--- src/rtl/stage_reg_gen_pkg.sv ---
// Shared encodings and defaults for the pipeline boundary register family.
// The package also holds the per-edge action decode that every boundary uses.
package stage_reg_gen_pkg;

  localparam logic Stop         = 1'b1;
  localparam logic NoStop       = 1'b0;
  localparam logic WriteEnable  = 1'b1;
  localparam logic WriteDisable = 1'b0;

  localparam int RegAddrBus = 5;
  localparam int RegDataBus = 32;

  localparam logic [RegDataBus-1:0] ZeroWord   = '0;
  localparam logic [RegAddrBus-1:0] NOPRegAddr = '0;

  typedef enum logic [1:0] {
    ACT_ADVANCE,
    ACT_HOLD,
    ACT_BUBBLE,
    ACT_FLUSH
  } stage_act_e;

  // Flush beats everything. A stall that stops here but not downstream leaves a hole,
  // and that hole is filled with a NOP.
  function automatic stage_act_e decode_action(input logic flush,
                                               input logic stall_here,
                                               input logic stall_next);
    if (flush)                                          return ACT_FLUSH;
    if (stall_here == Stop && stall_next == NoStop)     return ACT_BUBBLE;
    if (stall_here == NoStop)                           return ACT_ADVANCE;
    return ACT_HOLD;
  endfunction

endpackage

--- src/rtl/stage_reg_gen_if.sv ---
// Bus bundle between the pipeline ctrl/producer side (master) and the boundary register (slave).
interface stage_reg_gen_if
  import stage_reg_gen_pkg::*;
#(
  parameter int NUM_LANES = 1,
  parameter int ADDR_W    = RegAddrBus,
  parameter int DATA_W    = RegDataBus,
  parameter int STALL_W   = 6,
  parameter int CNT_W     = 16
);
  logic [STALL_W-1:0]          stall;
  logic                        flush;
  logic                        clr_cnt;
  logic [NUM_LANES-1:0]        in_wreg;
  logic [NUM_LANES*ADDR_W-1:0] in_waddr;
  logic [NUM_LANES*DATA_W-1:0] in_wdata;
  logic                        in_whilo;
  logic [DATA_W-1:0]           in_hi;
  logic [DATA_W-1:0]           in_lo;
  logic [NUM_LANES-1:0]        out_wreg;
  logic [NUM_LANES*ADDR_W-1:0] out_waddr;
  logic [NUM_LANES*DATA_W-1:0] out_wdata;
  logic                        out_whilo;
  logic [DATA_W-1:0]           out_hi;
  logic [DATA_W-1:0]           out_lo;
  logic [CNT_W-1:0]            bubble_cnt;
  logic [CNT_W-1:0]            hold_cnt;

  modport master (
    output stall, flush, clr_cnt, in_wreg, in_waddr, in_wdata, in_whilo, in_hi, in_lo,
    input  out_wreg, out_waddr, out_wdata, out_whilo, out_hi, out_lo, bubble_cnt, hold_cnt
  );

  modport slave (
    input  stall, flush, clr_cnt, in_wreg, in_waddr, in_wdata, in_whilo, in_hi, in_lo,
    output out_wreg, out_waddr, out_wdata, out_whilo, out_hi, out_lo, bubble_cnt, hold_cnt
  );
endinterface

--- src/rtl/stage_reg_gen_sat_counter.sv ---
// Saturating up-counter with synchronous clear; clear wins over increment.
module sat_counter #(
  parameter int W = 16
) (
  input  logic         clk,
  input  logic         rst,
  input  logic         inc,
  input  logic         clr,
  output logic [W-1:0] count
);
  logic [W-1:0] count_q;

  // NOTE: state is updated with non-blocking assignments only, so every register
  // samples the pre-edge values regardless of block evaluation order.
  always_ff @(posedge clk or negedge rst) begin
    if (!rst) begin
      count_q <= '0;
    end else if (clr) begin
      count_q <= '0;
    end else if (inc && count_q != '1) begin
      count_q <= count_q + {{(W-1){1'b0}}, 1'b1};
    end
  end

  assign count = count_q;
endmodule

--- src/rtl/stage_reg_gen.sv ---
// Parametrised pipeline boundary register with stall/flush handling, WAW and zero-register
// write suppression, optional HI/LO channel and saturating bubble/hold counters.
module stage_reg_gen
  import stage_reg_gen_pkg::*;
#(
  parameter int NUM_LANES = 1,
  parameter int ADDR_W    = RegAddrBus,
  parameter int DATA_W    = RegDataBus,
  parameter bit HILO_EN   = 1'b1,
  parameter int STAGE     = 4,
  parameter int STALL_W   = 6,
  parameter int CNT_W     = 16
) (
  input logic           clk,
  input logic           rst,
  stage_reg_gen_if.slave bus
);

  // A lane keeps its enable only if it targets a nonzero register and no higher lane
  // writes the same register in this cycle.
  function automatic logic [NUM_LANES-1:0] wreg_mask(
    input logic [NUM_LANES-1:0]        wreg,
    input logic [NUM_LANES*ADDR_W-1:0] waddr
  );
    logic [NUM_LANES-1:0] mask;
    for (int i = 0; i < NUM_LANES; i++) begin
      mask[i] = (wreg[i] == WriteEnable && waddr[i*ADDR_W +: ADDR_W] != '0)
                ? WriteEnable : WriteDisable;
      for (int j = i + 1; j < NUM_LANES; j++) begin
        if (wreg[j] == WriteEnable &&
            waddr[j*ADDR_W +: ADDR_W] == waddr[i*ADDR_W +: ADDR_W])
          mask[i] = WriteDisable;
      end
    end
    return mask;
  endfunction

  logic       stall_here;
  logic       stall_next;
  stage_act_e act;

  assign stall_here = bus.stall[STAGE];

  generate
    if (STAGE == STALL_W - 1) begin : g_last_stage
      assign stall_next = NoStop;
    end else begin : g_mid_stage
      assign stall_next = bus.stall[STAGE+1];
    end
  endgenerate

  assign act = decode_action(bus.flush, stall_here, stall_next);

  logic [NUM_LANES-1:0]        wreg_q;
  logic [NUM_LANES*ADDR_W-1:0] waddr_q;
  logic [NUM_LANES*DATA_W-1:0] wdata_q;

  always_ff @(posedge clk or negedge rst) begin
    if (!rst) begin
      wreg_q  <= '0;
      waddr_q <= '0;
      wdata_q <= '0;
    end else begin
      case (act)
        ACT_FLUSH, ACT_BUBBLE: begin
          wreg_q  <= '0;
          waddr_q <= '0;
          wdata_q <= '0;
        end
        ACT_ADVANCE: begin
          wreg_q  <= wreg_mask(bus.in_wreg, bus.in_waddr);
          waddr_q <= bus.in_waddr;
          wdata_q <= bus.in_wdata;
        end
        default: ;
      endcase
    end
  end

  assign bus.out_wreg  = wreg_q;
  assign bus.out_waddr = waddr_q;
  assign bus.out_wdata = wdata_q;

  generate
    if (HILO_EN) begin : g_hilo
      logic              whilo_q;
      logic [DATA_W-1:0] hi_q;
      logic [DATA_W-1:0] lo_q;

      always_ff @(posedge clk or negedge rst) begin
        if (!rst) begin
          whilo_q <= WriteDisable;
          hi_q    <= '0;
          lo_q    <= '0;
        end else begin
          case (act)
            ACT_FLUSH, ACT_BUBBLE: begin
              whilo_q <= WriteDisable;
              hi_q    <= '0;
              lo_q    <= '0;
            end
            ACT_ADVANCE: begin
              whilo_q <= bus.in_whilo;
              hi_q    <= bus.in_hi;
              lo_q    <= bus.in_lo;
            end
            default: ;
          endcase
        end
      end

      assign bus.out_whilo = whilo_q;
      assign bus.out_hi    = hi_q;
      assign bus.out_lo    = lo_q;
    end else begin : g_no_hilo
      assign bus.out_whilo = WriteDisable;
      assign bus.out_hi    = '0;
      assign bus.out_lo    = '0;
    end
  endgenerate

  sat_counter #(.W(CNT_W)) u_bubble_cnt (
    .clk   (clk),
    .rst   (rst),
    .inc   (act == ACT_FLUSH || act == ACT_BUBBLE),
    .clr   (bus.clr_cnt),
    .count (bus.bubble_cnt)
  );

  sat_counter #(.W(CNT_W)) u_hold_cnt (
    .clk   (clk),
    .rst   (rst),
    .inc   (act == ACT_HOLD),
    .clr   (bus.clr_cnt),
    .count (bus.hold_cnt)
  );

endmodule

--- src/flat_wrapper.sv ---
// flat-port wrapper written by rule: the top's interface ports become plain ports
module stage_reg_gen_flat import stage_reg_gen_pkg::*;
#(
  parameter int NUM_LANES = 1,
  parameter int ADDR_W    = RegAddrBus,
  parameter int DATA_W    = RegDataBus,
  parameter bit HILO_EN   = 1'b1,
  parameter int STAGE     = 4,
  parameter int STALL_W   = 6,
  parameter int CNT_W     = 16
)
  (clk, rst, bus_stall, bus_flush, bus_clr_cnt, bus_in_wreg, bus_in_waddr, bus_in_wdata, bus_in_whilo, bus_in_hi, bus_in_lo, bus_out_wreg, bus_out_waddr, bus_out_wdata, bus_out_whilo, bus_out_hi, bus_out_lo, bus_bubble_cnt, bus_hold_cnt);
  stage_reg_gen_if #(.NUM_LANES(NUM_LANES), .ADDR_W(ADDR_W), .DATA_W(DATA_W), .STALL_W(STALL_W), .CNT_W(CNT_W)) bus_i ();
  input logic clk;
  input logic rst;
  input wire logic [$bits(bus_i.stall)-1:0] bus_stall;
  input wire logic [$bits(bus_i.flush)-1:0] bus_flush;
  input wire logic [$bits(bus_i.clr_cnt)-1:0] bus_clr_cnt;
  input wire logic [$bits(bus_i.in_wreg)-1:0] bus_in_wreg;
  input wire logic [$bits(bus_i.in_waddr)-1:0] bus_in_waddr;
  input wire logic [$bits(bus_i.in_wdata)-1:0] bus_in_wdata;
  input wire logic [$bits(bus_i.in_whilo)-1:0] bus_in_whilo;
  input wire logic [$bits(bus_i.in_hi)-1:0] bus_in_hi;
  input wire logic [$bits(bus_i.in_lo)-1:0] bus_in_lo;
  output wire logic [$bits(bus_i.out_wreg)-1:0] bus_out_wreg;
  output wire logic [$bits(bus_i.out_waddr)-1:0] bus_out_waddr;
  output wire logic [$bits(bus_i.out_wdata)-1:0] bus_out_wdata;
  output wire logic [$bits(bus_i.out_whilo)-1:0] bus_out_whilo;
  output wire logic [$bits(bus_i.out_hi)-1:0] bus_out_hi;
  output wire logic [$bits(bus_i.out_lo)-1:0] bus_out_lo;
  output wire logic [$bits(bus_i.bubble_cnt)-1:0] bus_bubble_cnt;
  output wire logic [$bits(bus_i.hold_cnt)-1:0] bus_hold_cnt;
  assign bus_i.stall = bus_stall;
  assign bus_i.flush = bus_flush;
  assign bus_i.clr_cnt = bus_clr_cnt;
  assign bus_i.in_wreg = bus_in_wreg;
  assign bus_i.in_waddr = bus_in_waddr;
  assign bus_i.in_wdata = bus_in_wdata;
  assign bus_i.in_whilo = bus_in_whilo;
  assign bus_i.in_hi = bus_in_hi;
  assign bus_i.in_lo = bus_in_lo;
  assign bus_out_wreg = bus_i.out_wreg;
  assign bus_out_waddr = bus_i.out_waddr;
  assign bus_out_wdata = bus_i.out_wdata;
  assign bus_out_whilo = bus_i.out_whilo;
  assign bus_out_hi = bus_i.out_hi;
  assign bus_out_lo = bus_i.out_lo;
  assign bus_bubble_cnt = bus_i.bubble_cnt;
  assign bus_hold_cnt = bus_i.hold_cnt;
  stage_reg_gen #(.NUM_LANES(NUM_LANES), .ADDR_W(ADDR_W), .DATA_W(DATA_W), .HILO_EN(HILO_EN), .STAGE(STAGE), .STALL_W(STALL_W), .CNT_W(CNT_W)) u_core (.clk(clk), .rst(rst), .bus(bus_i));
endmodule
--- config.mk ---
export PLATFORM = sky130hd
export DESIGN_NAME = stage_reg_gen_flat
export DESIGN_NICKNAME = d
export VERILOG_FILES = /design/src/rtl/stage_reg_gen_pkg.sv /design/src/rtl/stage_reg_gen_if.sv /design/src/rtl/stage_reg_gen_sat_counter.sv /design/src/rtl/stage_reg_gen.sv /design/src/flat_wrapper.sv
export SDC_FILE = /design/constraint.sdc
export NUM_CORES = 1
export LEC_CHECK = 0
export CORE_ASPECT_RATIO = 0.5
export CORE_MARGIN = 8
export CORE_UTILIZATION = 42
export CTS_CLUSTER_DIAMETER = 60
export DETAILED_ROUTE_END_ITERATION = 10
export GPL_TIMING_DRIVEN = 0
export PLACE_DENSITY = 0.79
export SLEW_MARGIN = 20
export SYNTH_ARGS = -nofsm -noshare
export SYNTH_HDL_FRONTEND = slang
export SYNTH_SLANG_ARGS = --single-unit
--- constraint.sdc ---
create_clock -name clk -period 2.4 [get_ports clk]
set_clock_uncertainty 0.2 [all_clocks]
set_input_delay 0.48 -clock clk [delete_from_list [all_inputs] [get_ports clk]]
set_output_delay 0.48 -clock clk [all_outputs]
set_load 0.1 [all_outputs]
==> results of run 1 <==
cell type report:
class	instances	area, µm²
Fill cell	981	4050
Sequential cell	135	3400
Timing Repair Buffer	245	2300
Multi-Input combinational cell	258	1930
Clock buffer	21	460
Tap cell	170	213
Clock inverter	11	150
Buffer	30	125
Inverter	7	26.3
final timing paths:
path                                                     startpoint                                       end  slack (ps)  cells after the start
max                          u_core.u_hold_cnt.count[3]$_DFFE_PN0P_                           bus_hold_cnt[3]          40                      1
min                               u_core.bus.out_hi[28]$_DFFE_PN0P_         u_core.bus.out_hi[28]$_DFFE_PN0P_         290                      1
min reg2reg                       u_core.bus.out_hi[28]$_DFFE_PN0P_         u_core.bus.out_hi[28]$_DFFE_PN0P_         290                      1
min in group asynchronous                                       rst          u_core.bus.out_hi[4]$_DFFE_PN0P_         470                      2
max in group asynchronous                                       rst   u_core.u_hold_cnt.count[11]$_DFFE_PN0P_         810                      3
max reg2reg                u_core.u_bubble_cnt.count[0]$_DFFE_PN0P_  u_core.u_bubble_cnt.count[3]$_DFFE_PN0P_         290                      5
layout by cell type, fill, tap and decap left out, drive strengths merged, types with 2 or more instances in the layout:
| master | Yosys | layout |
|---|---|---|
| dfrtp | 135 | 135 |
| dlygate4sd2 | 0 | 114 |
| clkdlybuf4s50 | 0 | 106 |
| a22o | 102 | 102 |
| clkbuf | 19 | 48 |
| a21oi | 23 | 23 |
| or4 | 15 | 15 |
| clkdlybuf4s15 | 0 | 14 |
| o31ai | 13 | 13 |
| buf | 11 | 12 |
| nor2 | 10 | 10 |
| o21ai | 10 | 10 |
| nand3 | 9 | 9 |
| nand2 | 9 | 9 |
| nor3 | 7 | 7 |
| inv | 7 | 7 |
| nand4 | 7 | 7 |
| or3 | 6 | 6 |
| and4 | 5 | 5 |
| nand2b | 5 | 5 |
| clkinvlp | 0 | 5 |
| nor2b | 5 | 5 |
| mux2 | 5 | 5 |
| a211oi | 3 | 3 |
| bufinv | 0 | 3 |
| o2111ai | 3 | 3 |
| clkinv | 0 | 3 |
| nand3b | 2 | 2 |
| and2 | 2 | 2 |
| o41ai | 2 | 2 |
| ha | 2 | 2 |
| or2 | 2 | 2 |
registers in the layout (all words and copies together) (netlist names):
register / cells
u_core.bus.out_lo: 32
u_core.u_bubble_cnt.count: 16
u_core.bus.out_wdata: 32
u_core.bus.out_whilo: 1
u_core.bus.out_waddr: 5
u_core.bus.out_wreg: 1
u_core.bus.out_hi: 32
u_core.u_hold_cnt.count: 16
power by group through the flow:
stage / clock [mW] / combinational (mW) / sequential [mW]
after floorplan: 0 / 0.142 / 3.10
after global placement: 0 / 1.26 / 2.46
after detailed placement: 0 / 1.28 / 2.46
after CTS: 2.72 / 1.22 / 2.42
after global routing: 2.82 / 1.26 / 2.43
final: 2.68 / 1.21 / 2.42
through the flow:
step / setup slack, ps / instance area (µm²) / std cells
2_1_floorplan: 3.49 / 5470 / 430
5_1_grt: 0.00655 / 8610 / 877
3_3_place_gp: -5260 / 8110 / 843
6_report: 40.7 / 8610 / 877
3_5_place_dp: -521 / 8150 / 844
4_1_cts: 0.624 / 8620 / 877
layer usage:
metal / vias up / wire length, µm
met4: 0 / 377
met5: - / 0
met2: 120 / 9500
li1: 2201 / -
met3: 24 / 806
met1: 2416 / 7230
timing repair:
action / CTS / global route
endpoints found under the setup margin: 171 / 78
resized for setup: 151 / 27
endpoints found under the hold margin: 76 / 0
hold buffers: 1 / 0
logic make-up (layout without fill, tap and decap cells):
| group | count (synthesis) | after routing | synth area share |
|---|---|---|---|
| AOI/OAI and AO/OA | 160 | 160 | 0.233 |
| xor gates and xnor gates | 1 | 1 | 0.00161 |
| adders and majority gates | 2 | 2 | 0.00460 |
| buffers and inverters | 37 | 314 | 0.0264 |
| DFF | 135 | 135 | 0.621 |
| muxes | 6 | 6 | 0.0122 |
| and+or+nand+nor | 89 | 89 | 0.102 |
==> results.txt, run 1 <==
Worst-Skew Late Latency: 400 ps
Critical path buffer and inverter count: 1
Max_cap viols: 0
Required @ worst endpoint: 1720 ps
Initial Util: 0.430
FP Rows: 29
Number of synthesized register bits: 135
Critical path type: reg2out
Starting DRC count in detailed routing: 292
Proportion of layout cells with a drive suffix above 1: 0.117
HPWL Detailed: 13400 µm
Wirelength, routed: 17900 µm
Kind of start point of the critical path: flop
Final Hold Viols: 0
Most frequent cell after synthesis: dfrtp_1
Part of the cycle the worst path needs: 0.983
Status: completed
Post-Route Utilization: 0.680
Hold_ws: 295 ps
Critical path endpoint category: output port
Die area: 0.0171 mm²
CP max-delay cell: dlygate4sd2_1
PD cells: 733 mW/mm²
Clk buf depth: 2
H-tree levels: 4
Crit path largest cell delay: 870 ps
Synthesized cell area: 0.00544 mm²
Residual DRC: 0
Met1 Usage GRT: 0.242
Fmax: 424 MHz
Reg clk slew, reported paths: 60 ps
Mapped Cells: 430
Syn Nets: 545
Pre-antenna DRT Iters: 4
First-pass GRT wire length: 27400 µm
Cts bufs inserted: 17
Worst-path cell chain: dlygate4sd2_1
Seq/Total Area, Yosys: 0.621
Final setup fails: 0
Antenna violations before repair: 0
Delay-heaviest family, CP: buffers and inverters
Antenna Nets Post-Route: 0
Cell taking the most area after synthesis: dfrtp_1
WP data arrival: 1680 ps
Placeable Area: 0.0127 mm²
CTS sink cnt: 135
GRT met3 Usage: 0.0500
Vias per cell: 5.43
Die height: 96.5 µm
Horiz. Die Dim: 177 µm
Final GP Congestion: 0.780
Overall power: 6.31 mW
Fin nets: 809
Syn-to-layout area delta: 58.3%
Vias: 4761
Largest fanout on the critical path: 7
Clock power share: 0.425
Slew headroom: 0.304
Synth top area share: 0.621
Clock Tree Root: clkbuf_16
Syn. warnings: 0
Antenna diode count: 0
Switching power: 1.93 mW
RSZ-0062 raised after global routing: no
I/O pin total: 248
Dominant synthesized flop cell: dfrtp_1
Cells taking the most area after synthesis: dfrtp_1 62%, a22o_1 16%, a21oi_1 2.1%
Met2 usage: 0.366
Measured slew at the worst slew-check pin: 1050 ps
Int Pwr: 4.38 mW
Lkg Pwr: 4.16 nW
Global route overflow: 0
TNS Setup: 0 ps
CTS tree: done
Post-synth EDFFs: 0
Postcts setup bufs: 0
Final Max Tran Viols: 0
Post-synthesis cell type count: 42
Number of port buffers: 243
Routed len/inst: 20.4 µm
Post-synthesis average cell area: 12.7 µm²
Commonest cells in the netlist: 135 x dfrtp_1, 102 x a22o_1, 23 x a21oi_1
Largest net degree at the start of global routing: 78
Type of the worst min-delay path: reg2reg
Number of global-route vias before repair: 4959
Total Routing Usage GR: 0.205
Async SR Flop Fraction: 1.00
Part of the power in registers: 0.383
Combinational share of power: 0.192
Min Tclk post-route: 2360 ps
Worst vdd ir: 0.517 mV
Switching Share: 0.306
Most Crowded Layer GR: met2
Power figures use the tool's default switching activity.
==> inputs of run 2 (changes only) <==
--- a/config.mk
+++ b/config.mk
@@ -7,11 +7,12 @@
 export LEC_CHECK = 0
 export CORE_ASPECT_RATIO = 0.5
 export CORE_MARGIN = 8
-export CORE_UTILIZATION = 42
+export CORE_UTILIZATION = 45
 export CTS_CLUSTER_DIAMETER = 60
 export DETAILED_ROUTE_END_ITERATION = 10
+export DONT_BUFFER_PORTS = 1
 export GPL_TIMING_DRIVEN = 0
-export PLACE_DENSITY = 0.79
+export PLACE_DENSITY = 0.58
 export SLEW_MARGIN = 20
 export SYNTH_ARGS = -nofsm -noshare
 export SYNTH_HDL_FRONTEND = slang
==> results.txt, run 2 (synthesis gave the netlist of run 1 again) <==
Status: complete, but fails checks
Failing checks: hold timing
CTS Hold Bufs: 84
Required @ worst endpoint: 2490 ps
Post-route cell area: 0.00726 mm²
Number of port buffers: 0
Die area: 0.0161 mm²
WP data arrival: 2400 ps
TNS Setup: 0 ps
Reg2reg start: u_core.u_bubble_cnt.count[1]$_DFFE_PN0P_
Final Hold Viols: 135
Placeable Area: 0.0118 mm²
CTS tree: done
Measured slew at the worst slew-check pin: 968 ps
I/O pin total: 248
Slew headroom: 0.354
CTS sink cnt: 135
Starting DRC count in detailed routing: 232
Reg clk slew, reported paths: 70 ps
Overall power: 6.05 mW
Clk buf depth: 2
Die height: 93.8 µm
Leading cell type in the layout, fill and taps excluded: dfrtp_1
Dpl cell area: 0.00567 mm²
Cts bufs inserted: 17
Critical path endpoint category: flop
Global route overflow: 0
Critical path type: reg2reg
CP endpoint: u_core.u_bubble_cnt.count[3]$_DFFE_PN0P_
HPWL Detailed: 11600 µm
Total Routing Usage GR: 0.211
Initial Util: 0.461
Max_cap viols: 0
Largest net degree at the start of global routing: 136
Final Max Tran Viols: 0
RSZ-0062 raised after global routing: no
Final setup fails: 0
Residual DRC: 0
Largest fanout on the critical path: 7
Lkg Pwr: 3.11 nW
R2R setup slack: 90 ps
Type of the worst min-delay path: in2async
Horiz. Die Dim: 172 µm
Routed len/inst: 23.9 µm
Kind of start point of the critical path: flop
Clock Tree Root: clkbuf_16
Vias: 4242
Antenna diode count: 0
FILL cells: 901
Commonest non-fill, non-tap cells in the layout: 103 x dfrtp_1, 102 x a22o_1, 84 x dlygate4sd3_1
CP startpoint: u_core.u_bubble_cnt.count[1]$_DFFE_PN0P_
Part of the cycle the worst path needs: 0.962
Fmax: 433 MHz
Worst R2R End: u_core.u_bubble_cnt.count[3]$_DFFE_PN0P_
Final GP Congestion: 0.778
FP Rows: 28
Pre-antenna DRT Iters: 4
Proportion of layout cells with a drive suffix above 1: 0.154
Worst r2r path cells: 5
Hold_ws: -440 ps
Syn-to-layout area delta: 33.3%
H-tree levels: 4
Worst-Skew Late Latency: 410 ps
Vias per cell: 5.96
First-pass GRT wire length: 26500 µm
Antenna violations before repair: 0
Min Tclk post-route: 2310 ps
Number of global-route vias before repair: 4687
Fin nets: 649
Worst vdd ir: 0.430 mV
Antenna Nets Post-Route: 0
PD cells: 834 mW/mm²
Wirelength, routed: 17000 µm
-- run 2: cell types whose count changed in the layout (fill, tap and decap cells not counted), moves of 3 or more --
cell / before / now
dlygate4sd2_1: 114 / 0
clkdlybuf4s50_1: 106 / 0
dlygate4sd3_1: 1 / 84
dfrtp_4: 0 / 25
dfrtp_2: 20 / 7
clkbuf_2: 12 / 0
dfrtp_1: 115 / 103
clkdlybuf4s15_1: 11 / 0
inv_6: 0 / 6
clkdlybuf4s15_2: 3 / 0
clkinvlp_4: 5 / 2
-- run 2: layout make-up --
| class | count | area, µm² | share of cell area |
|---|---|---|---|
| sequential | 135 | 3480 | 0.480 |
| multi-input combinational | 258 | 1970 | 0.272 |
| timing repair buffer | 85 | 848 | 0.117 |
| clock buffer | 18 | 439 | 0.0605 |
| tap | 165 | 206 | 0.0284 |
| clock inverter | 14 | 161 | 0.0222 |
| buffer | 30 | 120 | 0.0166 |
| inverter | 7 | 26.3 | 0.00362 |
-- run 2: worst min path at each step --
stage,from,endpoint,slack (ps),cells after the start
6_report,rst,u_core.bus.out_wdata[30]$_DFFE_PN0P_,-440,0
5_1_grt,rst,u_core.bus.out_wdata[30]$_DFFE_PN0P_,-460,0
2_1_floorplan,rst,u_core.bus.out_hi[0]$_DFFE_PN0P_,-20,0
3_3_place_gp,rst,u_core.bus.out_wdata[23]$_DFFE_PN0P_,-10,0
4_1_cts,rst,u_core.bus.out_wdata[30]$_DFFE_PN0P_,-460,0
3_5_place_dp,rst,u_core.bus.out_hi[0]$_DFFE_PN0P_,-10,0
-- run 2: worst max-delay path: stages (launching register included) --
cell and delay [ps]:
dfrtp_4 630, ha_2 310, and4_1 260, nor3b_4 360, a211oi_1 140, mux2_2 280
-- run 2: power by group --
| group | total, mW | internal, mW | switching, mW |
|---|---|---|---|
| clock network | 2.65 | 1.59 | 1.07 |
| registers | 3.10 | 2.35 | 0.745 |
| logic | 0.302 | 0.172 | 0.129 |
-- run 2: metal layers --
| layer | routed length (µm) | track usage | vias up | part of all wire |
|---|---|---|---|---|
| met2 | 8960 | 0.372 | 159 | 0.53 |
| met4 | 263 | 0.0841 | 0 | 0.015 |
| met3 | 1440 | 0.0813 | 22 | 0.085 |
| li1 | - | - | 1878 | - |
| met5 | 0 | 0 | - | 0 |
| met1 | 6330 | 0.228 | 2183 | 0.37 |
-- run 2: metrics by stage --
step           setup slack, ps  utilization  std cells
6_report                  90.6        0.615        712
5_1_grt                   2.08        0.615        712
4_1_cts                   3.48        0.608        711
3_5_place_dp              -374        0.481        595
3_3_place_gp              -272        0.481        595
2_1_floorplan             3.49            -        430
-- run 2: timing repair --
action | CTS | global route
resized for setup | 27 | 20
hold endpoints to repair | 219 | 135
endpoints found under the setup margin | 26 | 18
setup buffers | 0 | 1
pin swaps | 1 | 1
==> inputs of run 3 (changes only) <==
--- a/config.mk
+++ b/config.mk
@@ -6,7 +6,6 @@
 export NUM_CORES = 1
 export LEC_CHECK = 0
 export CORE_ASPECT_RATIO = 0.5
-export CORE_MARGIN = 8
 export CORE_UTILIZATION = 45
 export CTS_CLUSTER_DIAMETER = 60
 export DETAILED_ROUTE_END_ITERATION = 10
==> results.txt, run 3 (synthesis gave the netlist of run 1 again) <==
Proportion of layout cells with a drive suffix above 1: 0.154
Residual DRC: 0
Slew headroom: 0.367
Routed len/inst: 21.3 µm
Clock Tree Root: clkbuf_16
Part of the cycle the worst path needs: 0.960
Number of global-route vias before repair: 4154
Failing checks: hold timing
Pre-antenna DRT Iters: 4
TNS Setup: 0 ps
Reg clk slew, reported paths: 60 ps
Die area: 0.0126 mm²
Antenna Nets Post-Route: 0
Final GP Congestion: 0.776
Initial Util: 0.478
CTS tree: done
Die height: 79.8 µm
PD cells: 862 mW/mm²
Worst vdd ir: 0.478 mV
Max_cap viols: 0
FILL cells: 860
Global route overflow: 0
Min Tclk post-route: 2300 ps
HPWL Detailed: 9940 µm
Largest fanout on the critical path: 7
Total Routing Usage GR: 0.238
Required @ worst endpoint: 2480 ps
Vias: 4106
RSZ-0062 raised after global routing: no
Critical path endpoint category: flop
Lkg Pwr: 3.04 nW
Antenna diode count: 0
Commonest non-fill, non-tap cells in the layout: 103 x dfrtp_1, 102 x a22o_1, 65 x dlygate4sd3_1
Final Max Tran Viols: 0
Final setup fails: 0
Antenna violations before repair: 0
Largest net degree at the start of global routing: 136
Syn-to-layout area delta: 29.4%
CTS sink cnt: 135
Critical path type: reg2reg
Overall power: 6.08 mW
WP data arrival: 2380 ps
Worst-Skew Late Latency: 400 ps
Cts bufs inserted: 17
Vias per cell: 5.99
Clk buf depth: 2
Crit path largest cell delay: 620 ps
Starting DRC count in detailed routing: 281
Horiz. Die Dim: 158 µm
H-tree levels: 4
R2R setup slack: 100 ps
Wirelength, routed: 14600 µm
Final Hold Viols: 135
Fmax: 434 MHz
I/O pin total: 248
Measured slew at the worst slew-check pin: 950 ps
Leading cell type in the layout, fill and taps excluded: dfrtp_1
Kind of start point of the critical path: flop
Hold_ws: -436 ps
Number of port buffers: 0
Placeable Area: 0.0114 mm²
Fin nets: 630
Status: complete, but fails checks
FP Rows: 27
CP max-delay cell: dfrtp_4
Worst-path cell chain: ha_2 > and4_1 > nor3b_4 > a211oi_1 > mux2_2
First-pass GRT wire length: 22500 µm
Type of the worst min-delay path: in2async
[run 3: cell types whose count changed in the layout (fill, tap and decap cells not counted), sizes merged]
cell	change
buf	+1
dlygate4sd3	-19
clkinv	+1
bufinv	+1
inv	-4
[run 3: routing by layer]
metal  GRT usage  vias up  share of wire
li1            -     1832              -
met1       0.287     2117           0.40
met2       0.400      145           0.53
met3      0.0760       12          0.067
met4      0.0903        0         0.0097
met5           0        -              0
[run 3: final cells by class]
class,count,area [µm²],share of cell area
Inverter,7,26.3,0.00373
Clock inverter,12,166,0.0236
Multi-Input combinational cell,258,1960,0.278
Sequential cell,135,3470,0.492
Buffer,30,120,0.0170
Tap cell,159,199,0.0282
Clock buffer,19,453,0.0643
Timing Repair Buffer,66,658,0.0934
[run 3: through the flow]
step / utilization / worst slack [ps] / std cells / instance area [µm²]
2_1_floorplan: - / 3.49 / 430 / 5470
3_5_place_dp: 0.498 / -344 / 589 / 5670
4_1_cts: 0.604 / 3.40 / 673 / 6880
3_3_place_gp: 0.498 / -271 / 589 / 5670
6_report: 0.619 / 95.3 / 686 / 7050
5_1_grt: 0.619 / 8.11 / 686 / 7050
[run 3: critical path, delay by kind of cell, from the launching register on]
family | cells | cell delay, ps
fa+ha+maj | 1 | 320
flops | 1 | 620
mux | 1 | 290
compound gates | 1 | 140
simple gates | 2 | 610
[run 3: power breakdown]
group	leakage (nW)	switching (mW)	internal, mW
Sequential	1.76	0.737	2.35
Clock	0.297	1.01	1.70
Combinational	0.979	0.120	0.151
[run 3: final timing paths]
kind,from,endpoint,depth (start not counted)
worst max-delay path,u_core.u_bubble_cnt.count[1]$_DFFE_PN0P_,u_core.u_bubble_cnt.count[3]$_DFFE_PN0P_,5
worst min-delay path,rst,u_core.u_bubble_cnt.count[14]$_DFFE_PN0P_,0
worst max register to register,u_core.u_bubble_cnt.count[1]$_DFFE_PN0P_,u_core.u_bubble_cnt.count[3]$_DFFE_PN0P_,5
worst min register to register,u_core.u_bubble_cnt.count[5]$_DFFE_PN0P_,u_core.u_bubble_cnt.count[5]$_DFFE_PN0P_,2
max in group asynchronous,rst,u_core.bus.out_wdata[0]$_DFFE_PN0P_,0
min in group clk,bus_in_lo[18],u_core.bus.out_lo[18]$_DFFE_PN0P_,1
[run 3: what timing repair did]
item / in CTS / in global routing
endpoints found under the setup margin: 27 / 20
pin swaps: 0 / 1
gates resized for setup: 26 / 14
hold buffers: 53 / 12
setup buffers: 0 / 1
endpoints found under the hold margin: 188 / 147
